==> src/rtl/fetch_pkg.sv <==
// Shared definitions for the instruction fetch controller: fetch FSM state
// encoding, default widths, the halt opcode and instruction field positions.
package fetch_pkg;

   typedef enum logic [1:0] {
      IDLE  = 2'd0,
      FETCH = 2'd1,
      HALT  = 2'd2
   } fetch_state_t;

   localparam int unsigned FETCH_ADDR_W = 6;
   localparam int unsigned FETCH_CODE_W = 23;
   localparam int unsigned FETCH_OP_W   = 3;
   localparam int unsigned FETCH_RD_W   = 4;
   localparam int unsigned FETCH_IMM_W  = 16;

   localparam logic [FETCH_OP_W-1:0] FETCH_HALT_OP = 3'b111;

   // code word layout {op, rd, imm}
   localparam int unsigned OP_MSB  = FETCH_CODE_W - 1;
   localparam int unsigned OP_LSB  = FETCH_CODE_W - FETCH_OP_W;
   localparam int unsigned RD_MSB  = OP_LSB - 1;
   localparam int unsigned RD_LSB  = FETCH_IMM_W;
   localparam int unsigned IMM_MSB = FETCH_IMM_W - 1;
   localparam int unsigned IMM_LSB = 0;

endpackage

==> src/rtl/instr_fetch_ctrl.sv <==
// Instruction fetch controller.
// Holds the PC, addresses the combinational instruction memory and captures
// each code word into an instruction register handed to decode over a
// valid/ready handshake. Supports start, halt-on-opcode and redirect with flush.
// Ports:
//   clk, rst                 clock, synchronous active-high reset
//   start                    pulse: leave IDLE and fetch from current pc
//   imem_addr / imem_code    instruction memory address (== pc) / read data
//   ir_valid/ir_ready        handshake to decode
//   ir_code, ir_pc           captured word and the address it came from
//   redirect_valid/_addr     load pc and flush the instruction register
//   pc                       current fetch address
//   halted                   1 while in HALT
module instr_fetch_ctrl
   import fetch_pkg::*;
#(
   parameter int unsigned          ADDR_W   = FETCH_ADDR_W,
   parameter int unsigned          CODE_W   = FETCH_CODE_W,
   parameter int unsigned          OP_W     = FETCH_OP_W,
   parameter logic [OP_W-1:0]      HALT_OP  = FETCH_HALT_OP,
   parameter int unsigned          RESET_PC = 0
) (
   input  logic              clk,
   input  logic              rst,
   input  logic              start,
   output logic [ADDR_W-1:0] imem_addr,
   input  logic [CODE_W-1:0] imem_code,
   output logic              ir_valid,
   input  logic              ir_ready,
   output logic [CODE_W-1:0] ir_code,
   output logic [ADDR_W-1:0] ir_pc,
   input  logic              redirect_valid,
   input  logic [ADDR_W-1:0] redirect_addr,
   output logic [ADDR_W-1:0] pc,
   output logic              halted
);

   fetch_state_t state;
   logic         slot_free;
   logic         is_halt_op;

   assign imem_addr  = pc;
   assign slot_free  = !ir_valid || ir_ready;
   assign is_halt_op = (imem_code[CODE_W-1 -: OP_W] == HALT_OP);

   always_ff @(posedge clk) begin
      if (rst) begin
         state    <= IDLE;
         pc       <= ADDR_W'(RESET_PC);
         ir_valid <= 1'b0;
         ir_code  <= '0;
         ir_pc    <= '0;
         halted   <= 1'b0;
      end else begin
         case (state)
            IDLE: begin
               // redirect may preload pc before start; ir stays empty here
               if (redirect_valid)
                  pc <= redirect_addr;
               if (start)
                  state <= FETCH;
            end

            FETCH, HALT: begin
               // redirect wins over capture, drain and halt detection
               if (redirect_valid) begin
                  pc       <= redirect_addr;
                  ir_valid <= 1'b0;
                  state    <= FETCH;
                  halted   <= 1'b0;
               end else if (state == FETCH && slot_free) begin
                  ir_code  <= imem_code;
                  ir_pc    <= pc;
                  ir_valid <= 1'b1;
                  pc       <= pc + ADDR_W'(1);
                  if (is_halt_op) begin
                     state  <= HALT;
                     halted <= 1'b1;
                  end
               end else if (ir_valid && ir_ready) begin
                  ir_valid <= 1'b0;
               end
            end

            default: begin
               state    <= IDLE;
               ir_valid <= 1'b0;
               halted   <= 1'b0;
            end
         endcase
      end
   end

endmodule

==> config.mk <==
export PLATFORM = sky130hd
export DESIGN_NAME = instr_fetch_ctrl
export DESIGN_NICKNAME = d
export VERILOG_FILES = /design/src/rtl/fetch_pkg.sv /design/src/rtl/instr_fetch_ctrl.sv
export SDC_FILE = /design/constraint.sdc
export NUM_CORES = 1
export LEC_CHECK = 0
export ABC_CLOCK_PERIOD_IN_PS = 1600
export CORE_ASPECT_RATIO = 2
export CORE_UTILIZATION = 25
export DETAILED_ROUTE_END_ITERATION = 12
export PLACE_DENSITY = 0.63
export SLEW_MARGIN = 10
export SYNTH_ARGS = -nofsm -noshare
export SYNTH_HDL_FRONTEND = slang
export SYNTH_SLANG_ARGS = --single-unit
==> constraint.sdc <==
create_clock -name clk -period 1.6 [get_ports clk]
set_input_delay 0.32 -clock clk [delete_from_list [all_inputs] [get_ports clk]]
set_output_delay 0.32 -clock clk [all_outputs]
set_load 0.05 [all_outputs]
* Yosys cells after proc, flatten, opt, wreduce, memory -nomap -nowiden
Index checks and enable logic that the tools add are counted.
** Storage, ports and cells
- Bits in registers :: 39
- Bits of input ports :: 34
- Output and inout port bits :: 43
- Word-level logic and storage cells :: 46
** Operators by class
- Add/subtract/negate cells :: 1
- Equality and inequality tests :: 8
- Muxes and demuxes :: 17
- Bitwise logic cells :: 2
- Reductions and logical operators :: 12
** Operator list (number)
- two-way mux 6 bit :: 3
- case mux 6 bit (2 select lines) :: 1
- AND reduction 3 bit :: 4
- two-way mux 2 bit :: 4
- adder 6 x 1 -> 6 bit, second input constant :: 1
- two-way mux 1 bit :: 6
- != test 3 bit, second input constant :: 2
- != test 2 bit, second input constant :: 2
- != test 4 bit, second input constant :: 1
- case mux 1 bit (2 select lines) :: 2
- case mux 2 bit (2 select lines) :: 1
- == test 3 bit, second input constant :: 1
- == test 2 x 1 -> 1 bit, second input constant :: 1
- == test 2 bit, second input constant :: 1
- logical AND 1 bit :: 2
- logical NOT 2 bit :: 1
- inverter 1 bit :: 2
- AND reduction 2 bit :: 1
- nonzero test 2 bit :: 1
- OR reduction 2 bit :: 1
- logical NOT 1 bit :: 1
- logical OR 1 bit :: 1

* Logic depth before layout (Yosys ltp)
Gate-level depths: netlist of run 1.
- Depth after elaboration :: 6
- Gate-level depth with buffers :: 8
- Depth with buffers taken out :: 6

* Worst setup path after synthesis of run 1
No wires, ideal clock.
- Path type :: register to register
- Start point :: register pc[0] (netlist: imem_addr[0])
- End point :: register pc[4] (netlist: imem_addr[4])
- Arrival time :: 1.612 ns
- Data required time :: 1.514 ns
- Slack :: -0.098 ns
- Cell stages (with the launch flop) :: 5
- Period minus slack after synthesis :: 1.698 ns
- Cell sequence :: dfxtp_1 ha_1 a31oi_1 or3_1 a221oi_2
** On the way
- Cells in the longest elaborated chain, start to end :: 4
** RTL lines
- from (decl) :: RTL line instr_fetch_ctrl.sv:34 : output logic [ADDR_W-1:0] pc,
- from (signal assigned) :: RTL line instr_fetch_ctrl.sv:49 : pc <= ADDR_W'(RESET_PC);
- from (signal assigned) :: RTL line instr_fetch_ctrl.sv:59 : pc <= redirect_addr;
- from (signal assigned) :: RTL line instr_fetch_ctrl.sv:67 : pc <= redirect_addr;
- adder 6 x 1 -> 6 bit :: RTL line instr_fetch_ctrl.sv:75 : pc <= pc + ADDR_W'(1);
- two-way mux 6 bit :: RTL line instr_fetch_ctrl.sv:71 : end else if (state == FETCH && slot_free) begin
- two-way mux 6 bit :: RTL line instr_fetch_ctrl.sv:66 : if (redirect_valid) begin
- case mux 6 bit (2 select lines) :: RTL line instr_fetch_ctrl.sv:55 : case (state)
No other way between the ends. The select of a mux whose other input is x is not followed.
A chain may end at the register's enable or synchronous reset.

* Final worst setup path of run 1
- Start point :: register state[0]
- End point :: register state[0]
** On the way
- Cells in the longest elaborated chain, start to end :: 4
- Elaborated cells between the ends (all ways) :: 10
- Those cells by class :: 5 x eq/ne; 1 x mux; 4 x reduce/logical
** RTL lines
- from (decl) :: RTL line instr_fetch_ctrl.sv:38 : fetch_state_t state;
- from (signal assigned) :: RTL line instr_fetch_ctrl.sv:48 : state <= IDLE;
- from (signal assigned) :: RTL line instr_fetch_ctrl.sv:61 : state <= FETCH;
- from (signal assigned) :: RTL line instr_fetch_ctrl.sv:69 : state <= FETCH;
- == test 2 x 1 -> 1 bit or == test 2 bit (tied branches) :: RTL line instr_fetch_ctrl.sv:55, instr_fetch_ctrl.sv:71
- OR reduction 2 bit or logical AND 1 bit (tied branches) :: RTL line instr_fetch_ctrl.sv:55, instr_fetch_ctrl.sv:71
- != test 3 bit (no line)
- AND reduction 3 bit (no line)
Several ways; a longest one is shown, not always the timed one.

==> results of run 1 <==
layout make-up:
cell class | instances | area, um2 | area share (%)
repair buffers | 103 | 1050 | 35.6
inverters | 5 | 18.8 | 0.637
clock buffers | 7 | 133 | 4.50
clock inverters | 1 | 5.00 | 0.170
flip-flops and latches | 39 | 790 | 26.8
well taps | 88 | 110 | 3.74
multi-input cells | 148 | 841 | 28.5
sequential cells by signal, summed over array words and instances, names as in the netlist:
signal     flops
ir_code       23
state          2
ir_pc          6
halted         1
imem_addr      6
ir_valid       1
placed cells by master, fill, tap and decap left out, types with 3 or more instances in the layout:
cell and instances:
sky130_fd_sc_hd__inv_2 3, sky130_fd_sc_hd__a31oi_1 3, sky130_fd_sc_hd__o21ai_0 5, sky130_fd_sc_hd__nor2_1 4, sky130_fd_sc_hd__dfxtp_2 7, sky130_fd_sc_hd__clkbuf_16 5
sky130_fd_sc_hd__dfxtp_1 32, sky130_fd_sc_hd__buf_4 54, sky130_fd_sc_hd__a21oi_1 34, sky130_fd_sc_hd__buf_12 14, sky130_fd_sc_hd__nand3_1 4, sky130_fd_sc_hd__nand2_1 62
sky130_fd_sc_hd__and3_1 3, sky130_fd_sc_hd__clkdlybuf4s50_1 32
per-layer routing:
metal	GRT usage (%)	up-vias
met5	0	-
met4	7.99	0
met3	2.74	16
met2	26.5	57
met1	15.9	831
li1	-	892
critical path, delay by kind of cell (launching register included):
family                   cells  cell delay, ns
flip-flops                   1            0.32
AND/OR/NAND/NOR              1            0.16
buffers and inverters        2            0.27
AO/OA/AOI/OAI                1            0.13
multiplexers                 1            0.33
adder cells (fa/ha/maj)      1            0.19
kinds of logic after synthesis:
logic type / Yosys count / share of synthesized area [%]
simple gates: 86 / 22.6
compound gates: 57 / 19.7
flops: 39 / 46.1
buf+inv: 24 / 7.98
fa+ha+maj: 4 / 2.95
mux: 1 / 0.665
power groups by stage:
| stage | Sequential [mW] | Clock [mW] | Combinational, mW |
|---|---|---|---|
| after floorplan | 1.30 | 0 | 0.428 |
| after global placement | 1.13 | 0 | 1.11 |
| after detailed placement | 1.13 | 0 | 1.12 |
| after CTS | 1.11 | 0.964 | 1.13 |
| after global routing | 1.12 | 1.01 | 1.22 |
| final | 1.11 | 0.944 | 1.15 |
timing repair:
item | in CTS | in global routing
resized for setup | 5 | 17
pin swaps | 1 | 4
setup endpoints to repair | 27 | 36
hold buffers | 0 | 0
per-stage QoR:
| stage | power, mW | cell area (um2) | hold WS [ns] | util [%] |
|---|---|---|---|---|
| after detailed placement | 2.24 | 2740 | 0.447 | 41.7 |
| after global routing | 3.35 | 2950 | 0.465 | 44.8 |
| after floorplan | 1.72 | 1720 | 0.456 | - |
| final | 3.20 | 2950 | 0.453 | 44.8 |
| after global placement | 2.23 | 2740 | 0.443 | 41.7 |
| after CTS | 3.20 | 2890 | 0.455 | 44.0 |
worst min-delay path by stage:
stage,startpoint,to,depth (start not counted)
after global routing,ir_code[5]$_SDFFE_PP0P_,ir_code[5]$_SDFFE_PP0P_,2
after floorplan,imem_code[0],ir_code[0]$_SDFFE_PP0P_,2
after detailed placement,ir_code[2]$_SDFFE_PP0P_,ir_code[2]$_SDFFE_PP0P_,2
after global placement,ir_code[1]$_SDFFE_PP0P_,ir_code[1]$_SDFFE_PP0P_,2
final,ir_code[2]$_SDFFE_PP0P_,ir_code[2]$_SDFFE_PP0P_,2
after CTS,ir_code[2]$_SDFFE_PP0P_,ir_code[2]$_SDFFE_PP0P_,2
==> results_tabular.tex, run 1 <==
\begin{tabular}{lr}
\hline
Metric & Value \\
\hline
\multicolumn{2}{l}{\textbf{Outcome}} \\
\quad Run status & complete, but fails checks \\
\quad Violations in the final reports & design-rule violations \\
\multicolumn{2}{l}{\textbf{Power}} \\
\quad Max VDD drop & slightly below 600 uV \\
\quad Fraction of power spent switching nets & about 33\% \\
\quad Internal power of the cells & 2.16 mW \\
\quad Leakage & 1.19 nW \\
\quad Pwr dens & 1090 nW/um2 \\
\quad Relative contribution of sequential cells to total power & 34.7\% \\
\quad Share of power burned in combinational logic & 35.8\% \\
\quad Net switching power & 1.05 mW \\
\quad Fraction of power consumed by the clock network & 29.5\% \\
\multicolumn{2}{l}{\textbf{Logic synthesis}} \\
\quad EDFF count, synth & 0 \\
\quad Fraction of synthesis flops using an asynchronous set or reset pin & 0\% \\
\quad Cell with the most instances after synthesis & sky130\_fd\_sc\_hd\_\_nand2\_1 \\
\quad Ys flop type & sky130\_fd\_sc\_hd\_\_dfxtp\_1 \\
\quad Number of flip-flops and latches in the synthesized netlist & 39 \\
\quad Most frequent cells after synthesis & sky130\_fd\_sc\_hd\_\_nand2\_1 (62), sky130\_fd\_sc\_hd\_\_dfxtp\_1 (39), sky130\_fd\_sc\_hd\_\_a21oi\_1 (36) \\
\quad Ranking of synthesized cells by area & sky130\_fd\_sc\_hd\_\_dfxtp\_1 (46\%), sky130\_fd\_sc\_hd\_\_nand2\_1 (14\%), sky130\_fd\_sc\_hd\_\_a21oi\_1 (11\%), sky130\_fd\_sc\_hd\_\_ha\_1 (3.0\%), sky130\_fd\_sc\_hd\_\_buf\_4 (2.7\%) \\
\quad Syn Area/Cell & 8.03 um2 \\
\quad Synthesized area & 1690 um2 \\
\quad Share of the synthesized area in the top cell type & 46.1\% \\
\quad Number of library cell types mapped by synthesis & 35 \\
\quad Biggest area consumer among synthesized cells & sky130\_fd\_sc\_hd\_\_dfxtp\_1 \\
\quad Yosys synthesis warning count & 0 \\
\quad Mapped Cells & 211 \\
\quad Share of synthesized area occupied by flip-flops and latches & 46.1\% \\
\quad Synthesized netlist net count & 249 \\
\multicolumn{2}{l}{\textbf{CTS}} \\
\quad Number of clock sinks seen by CTS & 39 \\
\quad H-tree depth & 2 \\
\quad CTS clock-pin slew for the worst setup and hold paths & about 0.060 ns \\
\quad Clock Path Buffers & 2 \\
\quad Total clock buffers created by CTS & 5 \\
\quad Worst skew pair latency & 0.28 ns \\
\quad CTS tree & yes \\
\quad Post-CTS setup buffer count & 0 \\
\quad CTS root buffer & sky130\_fd\_sc\_hd\_\_clkbuf\_16 \\
\multicolumn{2}{l}{\textbf{Final layout}} \\
\quad Count of filler cells inserted in the layout & 652 \\
\quad Nets@finish & 340 \\
\quad Number of non-filler instances in the completed layout & 391 \\
\quad Fraction of layout cells with a size suffix above 1 & 33.3\% \\
\quad Syn-to-layout area delta & 73.9\% \\
\quad Antenna diodes & 0 \\
\multicolumn{2}{l}{\textbf{Placement}} \\
\quad Worst slack at placement & -0.269 ns \\
\quad Count of placed standard cells including taps & approximately 380 \\
\quad HPWL after detailed placement & 3.79 mm \\
\quad Buffers added on ports & 76 \\
\quad Routability cong. & 0.860 \\
\multicolumn{2}{l}{\textbf{Worst hold path}} \\
\quad Worst min-delay path class & flip-flop to flip-flop \\
\multicolumn{2}{l}{\textbf{STA}} \\
\quad Slew @ Worst Pin & 0.350 ns \\
\quad Clock period minus worst slack & 1.52 ns \\
\quad Setup TNS & 0 ns \\
\quad Number of max-slew violations in the final report & 0 \\
\quad Worst max-slew margin expressed relative to the limit & around three quarters \\
\quad Count of endpoints failing setup in the final report & 0 \\
\quad Share of the clock period used by the worst path after layout & 94.9\% \\
\quad Final clock skew & 0.00348 ns \\
\quad Setup repair after global routing missed its margin & false \\
\quad Final Worst Setup Slack & 0.0823 ns \\
\quad Hold violation total from the final report & 0 \\
\quad Max frequency & around 660 MHz \\
\multicolumn{2}{l}{\textbf{Detailed routing}} \\
\quad Met1 wire length & 1.87 mm \\
\quad DRC violations left & 2 \\
\quad Detailed-routed wire length on met2 & 2.73 mm \\
\quad Met3 routed wirelength & $\sim$180 um \\
\quad Remaining number of nets flagged by the antenna check after routing & 0 \\
\quad Via/cell ratio & 4.59 \\
\quad Count of routing violations after the opening detailed-route iteration & 42 \\
\quad First drt pass iteration count & 9 \\
\quad Final WL & 4.97 mm \\
\quad Post-detailed-route wirelength per cell & 12.7 um \\
\quad Vias & 1796 \\
\quad Highest routed layer & met4 \\
\multicolumn{2}{l}{\textbf{Setup path}} \\
\quad Worst Path Class, Setup & flip-flop to flip-flop \\
\quad Termination of the worst setup path & state[0]\$\_SDFFE\_PP0P\_ \\
\quad Critical Path Most Common Cell & sky130\_fd\_sc\_hd\_\_buf\_4 \\
\quad Worst stage delay on the critical path & 0.33 ns \\
\quad Critical path startpoint & state[0]\$\_SDFFE\_PP0P\_ \\
\quad Slowest stage cell, crit path & sky130\_fd\_sc\_hd\_\_mux2\_2 \\
\quad Worst reg2reg startpoint & state[0]\$\_SDFFE\_PP0P\_ \\
\quad Top fanout value on the critical path & 4 \\
\quad Setup slack, reg-to-reg & 0.08 ns \\
\quad Number of cell instances on the worst register-to-register path & 6 \\
\quad Series of cell instances along the critical path & buf\_4, ha\_2, buf\_4, and3\_1, o21ai\_1, mux2\_2 \\
\quad Category of the worst setup path launch point & flip-flop \\
\quad Worst path required time & $\sim$1.8 ns \\
\quad Sort of element at the end of the critical path & flip-flop \\
\quad Crit path DAT & 1.68 ns \\
\quad Destination of the worst register-to-register timing path & state[0]\$\_SDFFE\_PP0P\_ \\
\multicolumn{2}{l}{\textbf{Floorplan}} \\
\quad Die X-Extent & 60.2 um \\
\quad Full die area & $\sim$7100 um2 \\
\quad Starting density of the core & 25.8\% \\
\quad Core area & $\sim$6600 um2 \\
\quad Total number of placement rows & 42 \\
\quad Boundary Pins & 77 \\
\quad Die height & 118 um \\
\multicolumn{2}{l}{\textbf{Job}} \\
\quad Max-cap violations & 0 \\
\multicolumn{2}{l}{\textbf{Global route}} \\
\quad Pin count of the biggest net entering global routing & 28 \\
\quad Initial antenna violation count & 0 \\
\quad Vias in the first global route & 1768 \\
\quad Overall overflow remaining after global route & 0 \\
\quad Global-route wire length before repair & slightly above 8 mm \\
\quad Global Route Usage Sum & 15.1\% \\
\hline
\end{tabular}
No activity file was read; power rests on OpenSTA's default activity.
==> run 2, diff against run 1 <==
--- a/config.mk
+++ b/config.mk
@@ -10,6 +10,7 @@
 export CORE_UTILIZATION = 25
 export DETAILED_ROUTE_END_ITERATION = 12
 export PLACE_DENSITY = 0.63
+export RECOVER_POWER = 100
 export SLEW_MARGIN = 10
 export SYNTH_ARGS = -nofsm -noshare
 export SYNTH_HDL_FRONTEND = slang
==> run 2 against run 1 <==
The run still ends with design-rule violations left. Clock skew barely moved. Sequential power barely moved. First-iteration DRC count rose by 12%. Core utilization fell by 3.1 points. Total power fell by 3.5%. Hold slack got worse by 0.0018 ns. Die area did not move. Final area fell by 7.0%. Critical path type unchanged. Critical endpoint unchanged. Largest power group is now registers. Highest routed layer unchanged.
==> results_tabular.tex, run 2 (synthesis results as in run 1) <==
\begin{tabular}{lr}
\hline
Metric & Value \\
\hline
\multicolumn{2}{l}{\textbf{Outcome}} \\
\quad Run status & complete, but fails checks \\
\quad Violations in the final reports & design-rule violations \\
\multicolumn{2}{l}{\textbf{Job}} \\
\quad Max-cap violations & 0 (unchanged) \\
\multicolumn{2}{l}{\textbf{Global route}} \\
\quad Pin count of the biggest net entering global routing & 28 (unchanged) \\
\quad Global Route Usage Sum & 15.1\% (unchanged) \\
\quad Global-route wire length before repair & 8.16 mm (unchanged) \\
\quad Initial antenna violation count & 0 (unchanged) \\
\quad Overall overflow remaining after global route & 0 (unchanged) \\
\quad Vias in the first global route & 1768 (unchanged) \\
\multicolumn{2}{l}{\textbf{CTS}} \\
\quad Post-CTS setup buffer count & 0 (unchanged) \\
\quad Clock Path Buffers & 2 (unchanged) \\
\quad CTS root buffer & sky130\_fd\_sc\_hd\_\_clkbuf\_16 \\
\quad Worst skew pair latency & 0.28 ns (about the same) \\
\quad H-tree depth & 2 (unchanged) \\
\quad CTS Hold Buffers Added & 0 (unchanged) \\
\quad Total clock buffers created by CTS & 5 (unchanged) \\
\quad CTS tree & yes \\
\quad CTS clock-pin slew for the worst setup and hold paths & 0.06 ns (about the same) \\
\quad Number of clock sinks seen by CTS & 39 (unchanged) \\
\multicolumn{2}{l}{\textbf{Final layout}} \\
\quad Commonest cells after routing, fill and taps aside & sky130\_fd\_sc\_hd\_\_nand2\_1 (62), sky130\_fd\_sc\_hd\_\_dfxtp\_1 (35), sky130\_fd\_sc\_hd\_\_a21oi\_1 (34), sky130\_fd\_sc\_hd\_\_clkbuf\_1 (34), sky130\_fd\_sc\_hd\_\_clkdlybuf4s50\_1 (32) \\
\quad Number of non-filler instances in the completed layout & 391 (unchanged) \\
\quad Most common library cell in the layout ignoring fill and taps & sky130\_fd\_sc\_hd\_\_nand2\_1 \\
\quad Antenna diodes & 0 (unchanged) \\
\quad Final instance area & 2740 um2 (-7.0\%) \\
\quad Syn-to-layout area delta & 61.7\% \\
\quad Nets@finish & 340 (unchanged) \\
\quad Fraction of layout cells with a size suffix above 1 & 21.1\% (-12 points) \\
\quad Largest register FFs & 23 (unchanged) \\
\quad Count of filler cells inserted in the layout & 694 (+6.4\%) \\
\quad Register with the highest flop count & ir\_code \\
\multicolumn{2}{l}{\textbf{Floorplan}} \\
\quad Die height & 118 um (unchanged) \\
\quad Full die area & 7130 um2 (unchanged) \\
\quad Die X-Extent & 60.2 um (unchanged) \\
\quad Core area & 6570 um2 (unchanged) \\
\quad Boundary Pins & 77 (unchanged) \\
\quad Total number of placement rows & 42 (unchanged) \\
\quad Starting density of the core & 25.8\% (unchanged) \\
\multicolumn{2}{l}{\textbf{Detailed routing}} \\
\quad Count of routing violations after the opening detailed-route iteration & 47 (+12\%) \\
\quad DRC violations left & 2 (unchanged) \\
\quad First drt pass iteration count & 9 (unchanged) \\
\quad Remaining number of nets flagged by the antenna check after routing & 0 (unchanged) \\
\quad Final WL & 4.97 mm (about the same) \\
\quad Post-detailed-route wirelength per cell & 12.7 um (about the same) \\
\quad Via/cell ratio & 4.60 (+0.22\%) \\
\quad Vias & 1800 (+0.22\%) \\
\multicolumn{2}{l}{\textbf{Setup path}} \\
\quad Series of cell instances along the critical path & buf\_4, ha\_2, buf\_4, and3\_1, o21ai\_1, mux2\_2 \\
\quad Critical Path Most Common Cell & sky130\_fd\_sc\_hd\_\_buf\_4 \\
\quad Worst stage delay on the critical path & 0.33 ns (about the same) \\
\quad Slowest stage cell, crit path & sky130\_fd\_sc\_hd\_\_mux2\_2 \\
\quad Number of cell instances on the worst register-to-register path & 6 (unchanged) \\
\quad Crit path DAT & 1.68 ns (about the same) \\
\quad Sort of element at the end of the critical path & flip-flop \\
\quad Worst path required time & 1.77 ns (about the same) \\
\quad Worst Path Class, Setup & flip-flop to flip-flop \\
\quad Category of the worst setup path launch point & flip-flop \\
\quad Top fanout value on the critical path & 4 (unchanged) \\
\multicolumn{2}{l}{\textbf{Worst hold path}} \\
\quad Instance count along the most critical hold path & 2 (unchanged) \\
\quad Worst min-delay path class & flip-flop to flip-flop \\
\multicolumn{2}{l}{\textbf{STA}} \\
\quad Hold violation total from the final report & 0 (unchanged) \\
\quad Final clock skew & 0.00340 ns (-0.0000870 ns) \\
\quad Slew @ Worst Pin & 0.634 ns (+0.284 ns) \\
\quad Number of max-slew violations in the final report & 0 (unchanged) \\
\quad Worst max-slew margin expressed relative to the limit & 57.9\% (-19 points) \\
\quad Clock period minus worst slack & 1.52 ns (-0.000557 ns) \\
\quad Final Worst Setup Slack & 0.0829 ns (+0.000557 ns) \\
\quad Share of the clock period used by the worst path after layout & 94.8\% (about the same) \\
\quad Setup repair after global routing missed its margin & false \\
\quad Max frequency & 659 MHz (about the same) \\
\quad Count of endpoints failing setup in the final report & 0 (unchanged) \\
\multicolumn{2}{l}{\textbf{Power}} \\
\quad Total Power Consumption & 3.09 mW (-3.5\%) \\
\quad Max VDD drop & 582 uV (-0.99\%) \\
\quad Leakage & 1.03 nW (-14\%) \\
\quad Pwr dens & 1130 nW/um2 (+3.7\%) \\
\multicolumn{2}{l}{\textbf{Placement}} \\
\quad Routability cong. & 0.860 (unchanged) \\
\quad Worst slack at placement & -0.269 ns (unchanged) \\
\quad Dpl cell area & 2740 um2 (unchanged) \\
\quad Buffers added on ports & 76 (unchanged) \\
\quad Count of placed standard cells including taps & 383 (unchanged) \\
\quad HPWL after detailed placement & 3.79 mm (unchanged) \\
\hline
\end{tabular}
[run 2: cell types whose count changed in the layout (fill, tap and decap cells not counted), moves of 3 or more]
cell	delta
sky130_fd_sc_hd__buf_12	-4
sky130_fd_sc_hd__buf_4	-36
sky130_fd_sc_hd__clkbuf_2	+7
sky130_fd_sc_hd__dfxtp_1	+3
sky130_fd_sc_hd__clkbuf_1	+32
sky130_fd_sc_hd__dfxtp_2	-3
[run 2: layout make-up]
| class | count | area, um2 | share of cell area, % |
|---|---|---|---|
| Clock buffer | 7 | 133 | 4.84 |
| Timing Repair Buffer | 103 | 853 | 31.1 |
| Sequential cell | 39 | 786 | 28.7 |
| Inverter | 5 | 18.8 | 0.685 |
| Multi-Input combinational cell | 148 | 835 | 30.5 |
| Clock inverter | 1 | 5.00 | 0.183 |
| Tap cell | 88 | 110 | 4.02 |
[run 2: power breakdown]
part           internal [mW]  switching (mW)  total, mW
Clock                  0.576           0.369      0.945
Sequential              1.04          0.0630       1.10
Combinational          0.445           0.599       1.04
[run 2: worst paths after layout]
| kind | slack (ns) | end | from |
|---|---|---|---|
| max | 0.08 | state[0]$_SDFFE_PP0P_ | state[0]$_SDFFE_PP0P_ |
| min | 0.45 | ir_code[2]$_SDFFE_PP0P_ | ir_code[2]$_SDFFE_PP0P_ |
| min reg2reg | 0.45 | ir_code[2]$_SDFFE_PP0P_ | ir_code[2]$_SDFFE_PP0P_ |
| max reg2reg | 0.08 | state[0]$_SDFFE_PP0P_ | state[0]$_SDFFE_PP0P_ |
[run 2: repair_timing]
item	CTS	global route
pin swaps	1	4
endpoints found under the setup margin	27	36
gates cloned	0	0
hold endpoints to repair	0	0
resized for setup	5	17
[run 2: critical path: cells and delay by family, from the launching register on]
| family | cells | cell delay (ns) |
|---|---|---|
| multiplexers | 1 | 0.33 |
| AND/OR/NAND/NOR | 1 | 0.16 |
| adder cells (fa/ha/maj) | 1 | 0.19 |
| flip-flops | 1 | 0.32 |
| AO/OA/AOI/OAI | 1 | 0.13 |
| buffers and inverters | 2 | 0.27 |
[run 2: stage by stage]
stage,hold slack [ns],utilization (%),TNS (ns)
global route,0.464,41.7,0
global placement,0.443,41.7,-7.54
CTS,0.455,44.0,0
detailed placement,0.447,41.7,-8.46
floorplan,0.456,-,0
finish,0.451,41.7,0
[run 2: layer usage]
layer	global-route usage, %	part of all wire (%)	up-vias
met5	0	0	-
met4	7.99	3.4	0
met3	2.74	4.2	14
met2	26.5	55	61
met1	15.9	38	831
li1	-	-	894
==> run 3, diff against run 2 <==
--- a/config.mk
+++ b/config.mk
@@ -9,9 +9,10 @@
 export CORE_ASPECT_RATIO = 2
 export CORE_UTILIZATION = 25
 export DETAILED_ROUTE_END_ITERATION = 12
-export PLACE_DENSITY = 0.63
+export DONT_BUFFER_PORTS = 1
+export PLACE_DENSITY = 0.48
 export RECOVER_POWER = 100
-export SLEW_MARGIN = 10
+export SLEW_MARGIN = 15
 export SYNTH_ARGS = -nofsm -noshare
 export SYNTH_HDL_FRONTEND = slang
 export SYNTH_SLANG_ARGS = --single-unit
==> run 3 against run 2 <==
Total power fell by 1.3%. The run now ends clean. Via count fell by 15%. Largest cell class is now multi-input combinational cells. Non-clock buffer count fell by 75.
==> results_tabular.tex, run 3 (synthesis results as in run 1) <==
\begin{tabular}{lr}
\hline
Metric & Value \\
\hline
\multicolumn{2}{l}{\textbf{Power}} \\
\quad Net switching power & 997 uW (-3.3\%) \\
\quad Max VDD drop & 706 uV (+21\%) \\
\quad Pwr dens & 1430 nW/um2 (+27\%) \\
\quad Fraction of power spent switching nets & 32.7\% (-0.66 points) \\
\quad Relative contribution of sequential cells to total power & 39.1\% (+3.5 points) \\
\quad Share of power burned in combinational logic & 24.5\% (-9.3 points) \\
\quad Leakage & 0.780 nW (-24\%) \\
\quad Fraction of power consumed by the clock network & 36.4\% (+5.8 points) \\
\quad Internal power of the cells & 2.05 mW (-0.36\%) \\
\quad Total Power Consumption & 3.05 mW (-1.3\%) \\
\multicolumn{2}{l}{\textbf{STA}} \\
\quad Slew @ Worst Pin & 0.590 ns (-0.0432 ns) \\
\quad Final clock skew & 0.00531 ns (+0.00191 ns) \\
\quad Clock period minus worst slack & 1.59 ns (+0.0684 ns) \\
\quad Setup repair after global routing missed its margin & true \\
\quad Max frequency & 631 MHz (-4.3\%) \\
\quad Final Worst Setup Slack & 0.0144 ns (-0.0684 ns) \\
\quad Hold violation total from the final report & 0 (unchanged) \\
\quad Number of max-slew violations in the final report & 0 (unchanged) \\
\quad Worst max-slew margin expressed relative to the limit & 60.6\% (+2.7 points) \\
\quad Count of endpoints failing setup in the final report & 0 (unchanged) \\
\quad Share of the clock period used by the worst path after layout & 99.1\% (+4.3 points) \\
\multicolumn{2}{l}{\textbf{Detailed routing}} \\
\quad Via/cell ratio & 4.85 (+5.4\%) \\
\quad First drt pass iteration count & 4 (-5) \\
\quad Count of routing violations after the opening detailed-route iteration & 57 (+21\%) \\
\quad DRC violations left & 0 (-2) \\
\quad Post-detailed-route wirelength per cell & 15.2 um (+20\%) \\
\quad Remaining number of nets flagged by the antenna check after routing & 0 (unchanged) \\
\quad Vias & 1529 (-15\%) \\
\quad Final WL & 4.79 mm (-3.6\%) \\
\multicolumn{2}{l}{\textbf{Global route}} \\
\quad Overall overflow remaining after global route & 0 (unchanged) \\
\quad Vias in the first global route & 1388 (-21\%) \\
\quad Initial antenna violation count & 0 (unchanged) \\
\quad Pin count of the biggest net entering global routing & 41 (+46\%) \\
\quad Global Route Usage Sum & 12.9\% (-2.2 points) \\
\quad Global-route wire length before repair & 6.71 mm (-18\%) \\
\multicolumn{2}{l}{\textbf{Worst hold path}} \\
\quad Hold path startpoint & rst \\
\quad Instance count along the most critical hold path & 1 (-1) \\
\quad Endpoint of the worst hold-timing path & imem\_addr[4]\$\_SDFFE\_PP0P\_ \\
\quad Worst min-delay path class & primary input to flip-flop \\
\multicolumn{2}{l}{\textbf{CTS}} \\
\quad Clock Path Buffers & 2 (unchanged) \\
\quad H-tree depth & 2 (unchanged) \\
\quad CTS root buffer & sky130\_fd\_sc\_hd\_\_clkbuf\_16 \\
\quad CTS Hold Buffers Added & 0 (unchanged) \\
\quad CTS clock-pin slew for the worst setup and hold paths & 0.06 ns (about the same) \\
\quad CTS tree & yes \\
\quad Total clock buffers created by CTS & 5 (unchanged) \\
\quad Worst skew pair latency & 0.28 ns (about the same) \\
\quad Number of clock sinks seen by CTS & 39 (unchanged) \\
\multicolumn{2}{l}{\textbf{Final layout}} \\
\quad Largest register FFs & 23 (unchanged) \\
\quad Syn-to-layout area delta & 26.0\% \\
\quad Most common library cell in the layout ignoring fill and taps & sky130\_fd\_sc\_hd\_\_nand2\_1 \\
\quad Antenna diodes & 0 (unchanged) \\
\quad Count of filler cells inserted in the layout & 710 (+2.3\%) \\
\quad Commonest cells after routing, fill and taps aside & sky130\_fd\_sc\_hd\_\_nand2\_1 (62), sky130\_fd\_sc\_hd\_\_a21oi\_1 (35), sky130\_fd\_sc\_hd\_\_dfxtp\_1 (32) \\
\quad Register with the highest flop count & ir\_code \\
\quad Nets@finish & 265 (-22\%) \\
\quad Fraction of layout cells with a size suffix above 1 & 25.6\% (+4.4 points) \\
\multicolumn{2}{l}{\textbf{Setup path}} \\
\quad Worst stage delay on the critical path & 0.38 ns (+0.05 ns) \\
\quad Crit path buf inv count & 2 (unchanged) \\
\quad Largest delay share family, worst path & simple AND/OR/NAND/NOR gates \\
\quad Destination of the worst register-to-register timing path & imem\_addr[4]\$\_SDFFE\_PP0P\_ \\
\quad Number of cell instances on the worst register-to-register path & 6 (unchanged) \\
\quad Setup slack, reg-to-reg & 0.01 ns (-0.07 ns) \\
\quad Sort of element at the end of the critical path & flip-flop \\
\quad Worst Path Class, Setup & flip-flop to flip-flop \\
\quad Crit path DAT & 1.78 ns (+0.10 ns) \\
\quad Top fanout value on the critical path & 6 (+2) \\
\quad Slowest stage cell, crit path & sky130\_fd\_sc\_hd\_\_or3\_4 \\
\quad Series of cell instances along the critical path & inv\_2, ha\_4, nor2\_4, buf\_4, or3\_4, a221oi\_2 \\
\quad WP depth & 6 (unchanged) \\
\quad Worst path required time & 1.79 ns (+0.02 ns) \\
\quad Worst reg2reg startpoint & state[1]\$\_SDFFE\_PP0P\_ \\
\quad Category of the worst setup path launch point & flip-flop \\
\multicolumn{2}{l}{\textbf{Placement}} \\
\quad Buffers added on ports & 0 (-100\%) \\
\quad HPWL after detailed placement & 3.26 mm (-14\%) \\
\quad Routability cong. & 0.758 (-12\%) \\
\quad Worst slack at placement & -0.0203 ns (+0.249 ns) \\
\multicolumn{2}{l}{\textbf{Floorplan}} \\
\quad Starting density of the core & 25.8\% (unchanged) \\
\quad Core area & 6570 um2 (unchanged) \\
\quad Full die area & 7130 um2 (unchanged) \\
\quad Die height & 118 um (unchanged) \\
\quad Die X-Extent & 60.2 um (unchanged) \\
\quad Boundary Pins & 77 (unchanged) \\
\quad Total number of placement rows & 42 (unchanged) \\
\multicolumn{2}{l}{\textbf{Job}} \\
\quad Max-cap violations & 0 (unchanged) \\
\multicolumn{2}{l}{\textbf{Outcome}} \\
\quad Run status & finished clean \\
\hline
\end{tabular}
run 3: worst max-delay path by stage:
stage                                from                         to
finish              state[1]$_SDFFE_PP0P_  imem_addr[4]$_SDFFE_PP0P_
global route        state[0]$_SDFFE_PP0P_  imem_addr[4]$_SDFFE_PP0P_
CTS                 state[0]$_SDFFE_PP0P_  imem_addr[3]$_SDFFE_PP0P_
detailed placement  state[0]$_SDFFE_PP0P_  imem_addr[4]$_SDFFE_PP0P_
global placement    state[0]$_SDFFE_PP0P_      state[0]$_SDFFE_PP0P_
floorplan           ir_valid$_SDFFE_PP0P_      state[0]$_SDFFE_PP0P_
run 3: area by class of cell:
class                   count  area, um2  area share [%]
clock buffers               6        129            6.04
flip-flops and latches     39        790            37.0
well taps                  88        110            5.16
inverters                   5       18.8           0.879
clock inverters             1       30.0            1.41
repair buffers             28        233            10.9
multi-input cells         148        825            38.6
run 3: timing repair:
action,CTS,global route
setup endpoints to repair,2,34
gates cloned,0,1
buffers inserted,0,4
pin swaps,1,5
resized for setup,4,10
run 3: power groups by stage:
stage	clock (mW)	combinational [mW]	sequential, mW
floorplan	0	0.428	1.30
global placement	0	0.689	1.21
detailed placement	0	0.692	1.21
CTS	1.15	0.702	1.19
global route	1.18	0.803	1.20
finish	1.11	0.747	1.19
run 3: worst reg2reg max path, cell delays in order, from the launching register on:
cell	delay (ns)
sky130_fd_sc_hd__dfxtp_2	0.33
sky130_fd_sc_hd__inv_2	0.05
sky130_fd_sc_hd__ha_4	0.31
sky130_fd_sc_hd__nor2_4	0.06
sky130_fd_sc_hd__buf_4	0.13
sky130_fd_sc_hd__or3_4	0.38
sky130_fd_sc_hd__a221oi_2	0.24
run 3: per-layer routing:
layer	vias to the layer above	routed length [um]	share of wire, %	GRT usage, %
met3	6	397	8.3	4.92
met4	0	109	2.3	6.98
met5	-	0	0	0
li1	745	-	-	-
met1	719	1680	35	12.5
met2	59	2600	54	22.3
run 3: through the flow:
stage                     area, um2  util, %  std cells  setup TNS (ns)  hold WS (ns)
final                          2130     32.5        315               0        0.0962
after global routing           2130     32.5        315         -0.0674        0.0857
after CTS                      2070     31.4        310               0        0.0849
after detailed placement       1900     29.0        303         -0.0203         0.388
after global placement         1900     29.0        303        -0.00391         0.384
after floorplan                1720        -        211               0         0.456
